$ cat src/rtl/frame_tx_scheduler_if.sv
// frame_tx_scheduler_if
//   Groups the packetizer slot handshake, the segment descriptor, the BRAM read port and the
//   beat-aligned pixel strobes that leave the frame transmit scheduler.
//   master : the scheduler. It drives everything except tx_ack.
//   slave  : the packetizer/BRAM side. It drives tx_ack.
//   Signals:
//     tx_req    packet slot request        tx_ack    slot grant
//     seg_base  first address of segment   seg_idx   segment index
//     frame_id  frame counter              rd_en     BRAM read enable
//     rd_addr   BRAM read address          pix_valid BRAM data valid
//     pix_last  final beat of a segment
interface frame_tx_scheduler_if #(
  parameter int unsigned ADDR_W = 16
);
  logic              tx_req;
  logic              tx_ack;
  logic [ADDR_W-1:0] seg_base;
  logic [15:0]       seg_idx;
  logic [7:0]        frame_id;
  logic              rd_en;
  logic [ADDR_W-1:0] rd_addr;
  logic              pix_valid;
  logic              pix_last;

  modport master (
    output tx_req,
    input  tx_ack,
    output seg_base,
    output seg_idx,
    output frame_id,
    output rd_en,
    output rd_addr,
    output pix_valid,
    output pix_last
  );

  modport slave (
    input  tx_req,
    output tx_ack,
    input  seg_base,
    input  seg_idx,
    input  frame_id,
    input  rd_en,
    input  rd_addr,
    input  pix_valid,
    input  pix_last
  );
endinterface

$ cat src/rtl/frame_tx_scheduler.sv
// frame_tx_scheduler
//   Reads the downscaled frame buffer out segment by segment. Each segment first gets a
//   packet slot (tx_req/tx_ack). Then SEG_WORDS consecutive BRAM words are read, and
//   GAP_CYCLES idle cycles follow as the inter-packet gap. pix_valid/pix_last follow rd_en
//   by one cycle, which lines them up with the BRAM read data.
//   Ports:
//     clk125MHz    sole clock
//     rstb         synchronous, active-high reset
//     enable       level; low stops scheduling at the next segment boundary
//     start_frame  single-cycle frame start pulse
//     bus          frame_tx_scheduler_if.master (handshake, descriptor, read port, strobes)
//     busy         high while requesting, streaming or in the gap
//     frame_skip   one-cycle pulse for every start_frame that is ignored
//     skip_cnt     saturating count of frame_skip pulses
//                  (present only when FRAME_TX_SCHED_SKIP_CNT_EN is defined)
//   All outputs come from flops.
module frame_tx_scheduler #(
  parameter int unsigned ADDR_W     = 16,
  parameter int unsigned SEG_WORDS  = 320,
  parameter int unsigned NUM_SEGS   = 180,
  parameter int unsigned GAP_CYCLES = 96
) (
  input  logic                        clk125MHz,
  input  logic                        rstb,
  input  logic                        enable,
  input  logic                        start_frame,
  frame_tx_scheduler_if.master        bus,
  output logic                        busy,
  output logic                        frame_skip
`ifdef FRAME_TX_SCHED_SKIP_CNT_EN
  ,
  output logic [15:0]                 skip_cnt
`endif
);

  typedef enum logic [2:0] {
    StIdle,
    StWaitFrame,
    StReq,
    StStream,
    StGap
  } state_e;

  localparam logic [15:0]       WordLast  = 16'(SEG_WORDS - 1);
  localparam logic [31:0]       GapLast   = 32'(GAP_CYCLES - 1);
  localparam logic [15:0]       SegLast   = 16'(NUM_SEGS - 1);
  localparam logic [ADDR_W-1:0] SegStride = ADDR_W'(SEG_WORDS);
  localparam logic [ADDR_W-1:0] AddrOne   = ADDR_W'(1);

  state_e            state_q, state_d;
  logic [15:0]       word_cnt_q, word_cnt_d;
  logic [31:0]       gap_cnt_q, gap_cnt_d;
  logic [ADDR_W-1:0] seg_base_q, seg_base_d;
  logic [15:0]       seg_idx_q, seg_idx_d;
  logic [7:0]        frame_id_q, frame_id_d;
  logic              tx_req_q, tx_req_d;
  logic              rd_en_q, rd_en_d;
  logic [ADDR_W-1:0] rd_addr_q, rd_addr_d;
  logic              rd_last_q, rd_last_d;
  logic              pix_valid_q, pix_valid_d;
  logic              pix_last_q, pix_last_d;
  logic              busy_q, busy_d;
  logic              frame_skip_q, frame_skip_d;

  always_comb begin
    state_d    = state_q;
    word_cnt_d = word_cnt_q;
    gap_cnt_d  = gap_cnt_q;
    seg_base_d = seg_base_q;
    seg_idx_d  = seg_idx_q;
    frame_id_d = frame_id_q;
    rd_addr_d  = rd_addr_q;

    unique case (state_q)
      StIdle: begin
        if (enable) state_d = StWaitFrame;
      end
      StWaitFrame: begin
        if (!enable) begin
          state_d = StIdle;
        end else if (start_frame) begin
          state_d    = StReq;
          seg_idx_d  = '0;
          seg_base_d = '0;
        end
      end
      StReq: begin
        if (bus.tx_ack) begin
          state_d    = StStream;
          word_cnt_d = '0;
          rd_addr_d  = seg_base_q;
        end
      end
      StStream: begin
        if (word_cnt_q == WordLast) begin
          state_d   = StGap;
          gap_cnt_d = '0;
        end else begin
          word_cnt_d = word_cnt_q + 16'd1;
          rd_addr_d  = rd_addr_q + AddrOne;
        end
      end
      StGap: begin
        if (gap_cnt_q == GapLast) begin
          if (seg_idx_q == SegLast) begin
            frame_id_d = frame_id_q + 8'd1;
            seg_idx_d  = '0;
            seg_base_d = '0;
            state_d    = enable ? StWaitFrame : StIdle;
          end else begin
            // Disabling here abandons the frame; frame_id stays as it is.
            seg_idx_d  = seg_idx_q + 16'd1;
            seg_base_d = seg_base_q + SegStride;
            state_d    = enable ? StReq : StIdle;
          end
        end else begin
          gap_cnt_d = gap_cnt_q + 32'd1;
        end
      end
      default: state_d = StIdle;
    endcase

    // The output flops load from next-state values, so each one is aligned with the state.
    tx_req_d     = (state_d == StReq);
    rd_en_d      = (state_d == StStream);
    rd_last_d    = rd_en_d && (word_cnt_d == WordLast);
    pix_valid_d  = rd_en_q;
    pix_last_d   = rd_last_q;
    busy_d       = (state_d == StReq) || (state_d == StStream) || (state_d == StGap);
    // Only an accepted start in WAIT_FRAME is not a skip. A start that arrives together
    // with enable low is ignored.
    frame_skip_d = start_frame && !((state_q == StWaitFrame) && enable);
  end

  always_ff @(posedge clk125MHz) begin
    if (rstb) begin
      state_q      <= StIdle;
      word_cnt_q   <= '0;
      gap_cnt_q    <= '0;
      seg_base_q   <= '0;
      seg_idx_q    <= '0;
      frame_id_q   <= '0;
      tx_req_q     <= 1'b0;
      rd_en_q      <= 1'b0;
      rd_addr_q    <= '0;
      rd_last_q    <= 1'b0;
      pix_valid_q  <= 1'b0;
      pix_last_q   <= 1'b0;
      busy_q       <= 1'b0;
      frame_skip_q <= 1'b0;
    end else begin
      state_q      <= state_d;
      word_cnt_q   <= word_cnt_d;
      gap_cnt_q    <= gap_cnt_d;
      seg_base_q   <= seg_base_d;
      seg_idx_q    <= seg_idx_d;
      frame_id_q   <= frame_id_d;
      tx_req_q     <= tx_req_d;
      rd_en_q      <= rd_en_d;
      rd_addr_q    <= rd_addr_d;
      rd_last_q    <= rd_last_d;
      pix_valid_q  <= pix_valid_d;
      pix_last_q   <= pix_last_d;
      busy_q       <= busy_d;
      frame_skip_q <= frame_skip_d;
    end
  end

`ifdef FRAME_TX_SCHED_SKIP_CNT_EN
  logic [15:0] skip_cnt_q, skip_cnt_d;

  always_comb begin
    skip_cnt_d = skip_cnt_q;
    if (frame_skip_q && (skip_cnt_q != 16'hFFFF)) skip_cnt_d = skip_cnt_q + 16'd1;
  end

  always_ff @(posedge clk125MHz) begin
    if (rstb) skip_cnt_q <= '0;
    else      skip_cnt_q <= skip_cnt_d;
  end

  assign skip_cnt = skip_cnt_q;
`endif

  assign bus.tx_req    = tx_req_q;
  assign bus.seg_base  = seg_base_q;
  assign bus.seg_idx   = seg_idx_q;
  assign bus.frame_id  = frame_id_q;
  assign bus.rd_en     = rd_en_q;
  assign bus.rd_addr   = rd_addr_q;
  assign bus.pix_valid = pix_valid_q;
  assign bus.pix_last  = pix_last_q;
  assign busy          = busy_q;
  assign frame_skip    = frame_skip_q;

endmodule

$ cat src/flat_wrapper.sv
// flat-port wrapper written by rule: the top's interface ports become plain ports
module frame_tx_scheduler_flat 
#(
  parameter int unsigned ADDR_W     = 16,
  parameter int unsigned SEG_WORDS  = 320,
  parameter int unsigned NUM_SEGS   = 180,
  parameter int unsigned GAP_CYCLES = 96
)
  (clk125MHz, rstb, enable, start_frame, busy, frame_skip, bus_tx_req, bus_tx_ack, bus_seg_base, bus_seg_idx, bus_frame_id, bus_rd_en, bus_rd_addr, bus_pix_valid, bus_pix_last);
  frame_tx_scheduler_if #(.ADDR_W(ADDR_W)) bus_i ();
  input  logic clk125MHz;
  input  logic rstb;
  input  logic enable;
  input  logic start_frame;
  output logic busy;
  output logic frame_skip;
  output wire logic [$bits(bus_i.tx_req)-1:0] bus_tx_req;
  input wire logic [$bits(bus_i.tx_ack)-1:0] bus_tx_ack;
  output wire logic [$bits(bus_i.seg_base)-1:0] bus_seg_base;
  output wire logic [$bits(bus_i.seg_idx)-1:0] bus_seg_idx;
  output wire logic [$bits(bus_i.frame_id)-1:0] bus_frame_id;
  output wire logic [$bits(bus_i.rd_en)-1:0] bus_rd_en;
  output wire logic [$bits(bus_i.rd_addr)-1:0] bus_rd_addr;
  output wire logic [$bits(bus_i.pix_valid)-1:0] bus_pix_valid;
  output wire logic [$bits(bus_i.pix_last)-1:0] bus_pix_last;
  assign bus_tx_req = bus_i.tx_req;
  assign bus_i.tx_ack = bus_tx_ack;
  assign bus_seg_base = bus_i.seg_base;
  assign bus_seg_idx = bus_i.seg_idx;
  assign bus_frame_id = bus_i.frame_id;
  assign bus_rd_en = bus_i.rd_en;
  assign bus_rd_addr = bus_i.rd_addr;
  assign bus_pix_valid = bus_i.pix_valid;
  assign bus_pix_last = bus_i.pix_last;
  frame_tx_scheduler #(.ADDR_W(ADDR_W), .SEG_WORDS(SEG_WORDS), .NUM_SEGS(NUM_SEGS), .GAP_CYCLES(GAP_CYCLES)) u_core (.clk125MHz(clk125MHz), .rstb(rstb), .enable(enable), .start_frame(start_frame), .bus(bus_i), .busy(busy), .frame_skip(frame_skip));
endmodule
$ cat config.mk
export PLATFORM = sky130hd
export DESIGN_NAME = frame_tx_scheduler_flat
export DESIGN_NICKNAME = d
export VERILOG_FILES = /design/src/rtl/frame_tx_scheduler_if.sv /design/src/rtl/frame_tx_scheduler.sv /design/src/flat_wrapper.sv
export SDC_FILE = /design/constraint.sdc
export NUM_CORES = 1
export LEC_CHECK = 0
export CORE_MARGIN = 2
export CORE_UTILIZATION = 40
export DETAILED_ROUTE_END_ITERATION = 8
export PLACE_DENSITY = 0.59
export SLEW_MARGIN = 10
export SYNTH_ARGS = -nofsm -noshare
export SYNTH_HDL_FRONTEND = slang
export SYNTH_SLANG_ARGS = --single-unit
$ cat constraint.sdc
create_clock -name clk125MHz -period 4.1 [get_ports clk125MHz]
set_input_delay 0.82 -clock clk125MHz [delete_from_list [all_inputs] [get_ports clk125MHz]]
set_output_delay 0.82 -clock clk125MHz [all_outputs]
set_load 0.01 [all_outputs]
==> results of run 1 <==
[area by class of cell]
class | instances | area, um^2
clock buffers | 11 | 233
clock inverters | 5 | 61.3
fillers | 1293 | 6800
inverters | 7 | 26.3
multi-input cells | 527 | 3110
flip-flops and latches | 108 | 2160
well taps | 176 | 220
repair buffers | 72 | 686
[critical path, delay by kind of cell, from the launching register on]
kind | cells | cell delay (ns)
AND/OR/NAND/NOR | 4 | 1.64
AO/OA/AOI/OAI | 2 | 0.79
flip-flops | 1 | 0.45
adder cells (fa/ha/maj) | 1 | 0.27
buffers and inverters | 1 | 0.11
[cell usage after synthesis (all sizes together) (3+ instances only)]
master	instances
ha	6
clkbuf	29
xnor2	23
o22ai	3
nand4b	3
nor3	22
and3	21
a21oi	42
or3b	3
xor2	28
nor2b	11
or3	9
nand3	36
or2	3
nor3b	4
nor2	91
and4	8
a211oi	7
a31oi	8
nand3b	6
or4	6
nor4	19
nor4b	4
o21ai	26
nand4	30
o211ai	3
inv	7
nand2	61
and2	4
buf	10
a311oi	3
dfxtp	108
[metal layers]
metal | track usage [%] | vias up
met5 | 0 | -
met4 | 4.36 | 0
met3 | 5.45 | 8
met2 | 30.9 | 130
met1 | 27.2 | 2397
li1 | - | 2526
[metrics by stage]
step | utilization (%) | hold slack, ns | cell area [um^2] | setup WS (ns) | total power (W)
global placement | 46.7 | 0.432 | 6210 | 0.911 | 0.00115
detailed placement | 46.7 | 0.426 | 6210 | 0.811 | 0.00115
CTS | 48.9 | 0.443 | 6500 | 0.780 | 0.00202
floorplan | - | 0.414 | 5490 | 1.43 | 0.00113
global route | 48.9 | 0.466 | 6500 | 0.566 | 0.00207
finish | 48.9 | 0.440 | 6500 | 0.774 | 0.00200
[kinds of logic after synthesis]
kind of cell | after synthesis
fa+ha+maj | 6
other cells | 1
simple gates | 349
xor+xnor | 51
buf+inv | 46
flops | 108
mux | 3
compound gates | 112
[worst min path at each step]
stage,cells past startpoint,endpoint,from,slack (ns)
final,1,u_core.bus.pix_last,u_core.pix_last_d,0.44
after global routing,1,u_core.bus.pix_last,u_core.pix_last_d,0.47
after CTS,1,u_core.bus.pix_last,u_core.pix_last_d,0.44
after detailed placement,1,u_core.bus.pix_last,u_core.pix_last_d,0.43
after global placement,1,u_core.bus.pix_last,u_core.pix_last_d,0.43
after floorplan,1,u_core.bus.pix_last,u_core.pix_last_d,0.41
[state kept, by name, indices dropped and copies added (netlist names)]
register,cells
u_core.bus.seg_base,10
u_core.bus.rd_addr,16
u_core.busy,1
u_core.frame_skip,1
u_core.bus.rd_en,1
u_core.bus.tx_req,1
u_core.pix_last_d,1
u_core.bus.pix_valid,1
u_core.bus.seg_idx,16
u_core.state_q,3
u_core.bus.frame_id,8
u_core.word_cnt_q,16
u_core.gap_cnt_q,32
u_core.bus.pix_last,1
[report_power, final]
group	switching [W]	total, W	internal [W]
Sequential	0.00000666	0.00106	0.00105
Clock	0.000398	0.000875	0.000477
Combinational	0.0000413	0.0000630	0.0000217
Total	0.000446	0.00200	0.00155
==> key figures, run 1 <==
Status
  • Status: finished clean

STA
  • RSZ-0062 raised after global routing: no
  • Slew @ Worst Pin: 0.873 ns
  • Clk_skew: 0.00765 ns
  • Final setup TNS: 0 ns
  • FMAX: 301 MHz
  • Setup violators final: 0
  • Slew Limit Headroom: 41.8%
  • Fin crit period: 3.33 ns
  • Fin. Hold Viols: 0
  • Final slew viol count: 0
  • Fin crit share: 81.1%

Clock network
  • CTS Sinks: 108
  • CTS tree: built
  • Clock Tree Root: clkbuf_16
  • Post_cts resized: 0
  • Clock transition at path regs: 0.07 ns
  • Post-CTS Setup Inserts: 0
  • CTS Buffer Depth: 2
  • Num CTS Buffers: 9
  • Skew-Pair Late Insertion Delay: 0.35 ns
  • H-tree levels: 3
  • # hold bufs at CTS: 0

Placement
  • Buffers on Ports: 60
  • DP HPWL: 9790 um
  • GPL Wtd Cong: 0.887
  • Post-Place Cells: 890

GRT
  • Congestion Overflow GR: 0
  • Largest net degree at the start of global routing: 34
  • First-pass GRT wire length: 23600 um
  • GRT Overall Usage: 19.8%
  • Antenna violations before repair: 0
  • Vias in the first global route: 4712

Yosys
  • Mapped cell area: 0.00547 mm^2
  • Distinct cells, synth: 66
  • Main combinational cell family by area after synthesis: simple AND/OR/NAND/NOR gates
  • Syn avg cell area: 8.09 um^2
  • Synth Area in Adders: 1.37%
  • Area leader, netlist: dfxtp_1
  • Warnings from Yosys: 0
  • Most area-consuming cells after synthesis: dfxtp_1 40%, nor2_1 6.1%, xor2_1 4.5%, nand2_1 4.1%, a21oi_1 3.8%
  • XOR/XNOR Fraction of Synth Area: 8.17%
  • Simple-Gate Fraction of Synth Area: 33.7%
  • Ys flop type: dfxtp_1
  • Mux contribution to synthesized area: 0.572%
  • FF+latch count, synth: 108
  • Post-synth ARST share: 0%
  • Synth Area in Compound Gates: 12.7%
  • Synth Instances: 676
  • Register area share after synthesis: 39.5%
  • Post-synth top area share: 39.5%
  • EDFF count, synth: 0

Route
  • Metal3 WL: 738 um
  • Final ANT Viol Nets: 0
  • Top Layer Used: met4
  • Via count: 5061
  • DR vias/cell: 5.59
  • Met2 Wirelength: 6410 um
  • Drt drc: 0
  • Final wirelength: 14000 um
  • Avg WL per Cell: 15.4 um
  • Drt first pass iters: 6
  • Met1 WL: 6720 um
  • Initial DRC count: 380

Setup path
  • CP required: 4.38 ns
  • Cell Chain, Critical Path: ha_1 -> inv_1 -> or4b_1 -> or4_1 -> a211oi_4 -> nand2_2 -> or3_1 -> a21oi_1
  • Crit path kind: reg2reg
  • R2R depth: 8
  • Setup slack, reg-to-reg: 0.77 ns
  • Worst path max stage delay: 0.63 ns
  • Slowest cell on crit path: or4_1
  • RR Startpoint: u_core.word_cnt_q[0]
  • CP Launch Point: u_core.word_cnt_q[0]
  • End of the worst register-to-register path: u_core.gap_cnt_q[29]
  • Critical Path AT: 3.60 ns
  • Maximum fanout along the worst path: 13
  • Crit. End Element: flip-flop
  • Critical path launch point type: flip-flop
  • End of the critical path: u_core.gap_cnt_q[29]

Die
  • Core Area: 0.0133 mm^2
  • Cell Rows: 42
  • Starting Density: 41.1%
  • I/O pins: 67
  • Die width: 121 um
  • Die Height: 121 um
  • Die area: 0.0146 mm^2

Finish
  • Fraction of layout cells with a size suffix above 1: 5.48%
  • Diodes inserted: 0
  • Area growth syn-to-layout: 18.9%
  • Layout Cells excl Fill: 906
  • Commonest cells after routing, fill and taps aside: 108 x dfxtp_1, 89 x nor2_1, 60 x nand2_1, 59 x clkdlybuf4s50_1, 41 x a21oi_1
  • Most common cell after layout, fill and taps aside: dfxtp_1
  • Nets: 736

Worst hold path
  • Worst Hold Class: reg2reg

Pwr
  • Pleak: 2.22 nW
  • Maximum vdd drop: 202 uV
  • Power per cell area: 307 mW/mm^2

Run
  • Max-cap violations: 0
No activity file was read; power rests on OpenSTA's default activity.
==> run 2, diff against run 1 <==
PLACE_DENSITY = 0.61   (was 0.59)
clock period = 2.9 ns   (was 4.1 ns; I/O delays follow)
==> run 2 against run 1 <==
Against the previous run: clock-buffer cell count is the same; die area is the same; clock skew shrank 0.00068 ns; power grew 46%; critical path depth grew 1; sequential cell count is the same; core utilization grew 1.0 points; sequential share of layout area shrank 0.69 points; clock power grew 52%; combinational power grew 47%; worst hold slack gained 0.015 ns; largest cell class unchanged; non-clock buffer count grew 13.
==> key figures, run 2 (synthesized netlist as in run 1, its figures left out) <==
Clock network
  • Num CTS Buffers: 9 (unchanged)
  • CTS Buffer Depth: 2 (unchanged)
  • Post-CTS Setup Inserts: 0 (unchanged)
  • Clock transition at path regs: 0.07 ns (about the same)
  • # hold bufs at CTS: 0 (unchanged)
  • Clock Tree Root: clkbuf_16
  • CTS tree: built
  • H-tree levels: 3 (unchanged)
  • Skew-Pair Late Insertion Delay: 0.36 ns (about the same)
  • CTS Sinks: 108 (unchanged)

Setup path
  • R2R depth: 9 (+1)
  • CP delay by family, top: simple AND/OR/NAND/NOR gates
  • Worst path max stage delay: 0.56 ns (-0.07 ns)
  • Worst path bufs/invs: 2 (+1)
  • End of the worst register-to-register path: u_core.gap_cnt_q[15]
  • Critical path launch point type: flip-flop
  • End of the critical path: u_core.gap_cnt_q[15]
  • Critical Path AT: 2.97 ns (-0.63 ns)
  • Cell count along the critical path: 9 (+1)
  • CP Launch Point: u_core.word_cnt_q[0]
  • Crit. End Element: flip-flop
  • CP required: 3.15 ns (-1.23 ns)
  • RR Startpoint: u_core.word_cnt_q[0]
  • Cell Chain, Critical Path: ha_1 -> inv_1 -> or4b_1 -> or4_4 -> a211oi_4 -> buf_4 -> and3_1 -> xnor2_1 -> nor2_1
  • Setup slack, reg-to-reg: 0.18 ns (-0.60 ns)
  • Slowest cell on crit path: or4b_1
  • Crit path kind: reg2reg
  • Maximum fanout along the worst path: 6 (-7)

STA
  • Fin. Hold Viols: 0 (unchanged)
  • Slew @ Worst Pin: 0.566 ns (-0.307 ns)
  • Fin crit period: 2.72 ns (-0.605 ns)
  • RSZ-0062 raised after global routing: no
  • Clk_skew: 0.00696 ns (-0.000684 ns)
  • Final slew viol count: 0 (unchanged)
  • Slew Limit Headroom: 62.0% (+20 points)
  • Fin crit share: 93.8% (+13 points)
  • Setup violators final: 0 (unchanged)
  • Hold slack: 0.454 ns (+0.0145 ns)
  • FMAX: 367 MHz (+22%)
  • Final WS setup: 0.179 ns (-0.595 ns)
  • Final setup TNS: 0 ns (unchanged)

Run
  • Max-cap violations: 0 (unchanged)

Finish
  • Filler cells: 1284 (-0.70%)
  • Commonest cells after routing, fill and taps aside: 108 x dfxtp_1, 89 x nor2_1, 60 x nand2_1, 59 x clkdlybuf4s50_1, 41 x a21oi_1
  • Nets: 749 (+1.8%)
  • Diodes inserted: 0 (unchanged)
  • Most common cell after layout, fill and taps aside: dfxtp_1
  • FF+latch area: 0.00216 mm^2 (unchanged)
  • Fraction of layout cells with a size suffix above 1: 7.40% (+1.9 points)
  • Top reg by flops: u_core.gap_cnt_q
  • Area of the multi-input gates: 0.00312 mm^2 (+0.12%)
  • Layout Cells excl Fill: 919 (+1.4%)
  • Max reg flops: 32 (unchanged)
  • Area growth syn-to-layout: 21.4%

Route
  • DR vias/cell: 5.55 (-0.56%)
  • Drt drc: 0 (unchanged)
  • Initial DRC count: 345 (-9.2%)
  • Drt first pass iters: 5 (-1)
  • Avg WL per Cell: 15.2 um (-1.3%)
  • Final ANT Viol Nets: 0 (unchanged)
  • Via count: 5105 (+0.87%)
  • Final wirelength: 14000 um (+0.11%)

Die
  • Core Area: 0.0133 mm^2 (unchanged)
  • Die width: 121 um (unchanged)
  • Starting Density: 41.1% (unchanged)
  • Die Height: 121 um (unchanged)
  • I/O pins: 67 (unchanged)
  • Die area: 0.0146 mm^2 (unchanged)
  • Cell Rows: 42 (unchanged)

Pwr
  • Tot Pwr: 0.00292 W (+46%)
  • Pleak: 2.32 nW (+4.5%)
  • Power per cell area: 440 mW/mm^2 (+43%)
  • Maximum vdd drop: 277 uV (+37%)

Placement
  • Buffers on Ports: 60 (unchanged)
  • GPL Wtd Cong: 0.915 (+3.2%)
  • Pre-CTS WS: 0.145 ns (-0.666 ns)
  • Post-Place Cells: 903 (+1.5%)
  • DP HPWL: 9890 um (+0.94%)

GRT
  • Congestion Overflow GR: 0 (unchanged)
  • Largest net degree at the start of global routing: 42 (+24%)
  • Antenna violations before repair: 0 (unchanged)
  • Vias in the first global route: 4690 (-0.47%)
  • GRT Overall Usage: 19.7% (-0.028 points)
  • First-pass GRT wire length: 23500 um (-0.49%)

Worst hold path
  • Worst Hold Class: reg2reg

Status
  • Status: finished clean
run 2: power breakdown:
| part | internal, W | leakage [nW] | switching, W | total (W) |
|---|---|---|---|---|
| combinational | 0.0000335 | 1.29 | 0.0000590 | 0.0000925 |
| clock | 0.000777 | 0.159 | 0.000552 | 0.00133 |
| sequential | 0.00149 | 0.870 | 0.00000899 | 0.00150 |
run 2: worst min path at each step:
stage / slack, ns / startpoint / cells past startpoint / to
after floorplan: 0.41 / u_core.pix_last_d / 1 / u_core.bus.pix_last
after global placement: 0.44 / u_core.pix_last_d / 1 / u_core.bus.pix_last
after detailed placement: 0.44 / u_core.pix_last_d / 1 / u_core.bus.pix_last
after CTS: 0.45 / u_core.pix_last_d / 1 / u_core.bus.pix_last
after global routing: 0.47 / u_core.pix_last_d / 1 / u_core.bus.pix_last
final: 0.45 / u_core.pix_last_d / 1 / u_core.bus.pix_last
run 2: timing repair:
item | in CTS | in global routing
endpoints found under the setup margin | 0 | 2
gates resized for setup | 0 | 1
endpoints found under the hold margin | 0 | 0
run 2: metal layers:
layer / GRT usage [%] / vias up / part of all wire, %
met1: 28.4 / 2411 / 49
met4: 6.98 / 0 / 1.5
met3: 2.77 / 13 / 4.1
met5: 0 / - / 0
met2: 30.1 / 128 / 46
li1: - / 2553 / -
run 2: stage by stage:
stage                     area, um^2  util, %
after detailed placement        6320     47.5
after CTS                       6630     49.9
after floorplan                 5490        -
final                           6640     49.9
after global routing            6640     49.9
after global placement          6320     47.5
run 2: area by class of cell:
class,instances,area share (%)
sequential,108,32.6
inverter,7,0.396
multi-input combinational,527,46.9
clock buffer,11,3.66
timing repair buffer,85,12.0
clock inverter,5,1.13
tap,176,3.32
run 2: worst register-to-register path, cell delays in order (launching register included):
cell and delay (ns):
dfxtp_1 0.34, ha_1 0.23, inv_1 0.10, or4b_1 0.56
or4_4 0.49, a211oi_4 0.36, buf_4 0.21, and3_1 0.18
xnor2_1 0.12, nor2_1 0.05
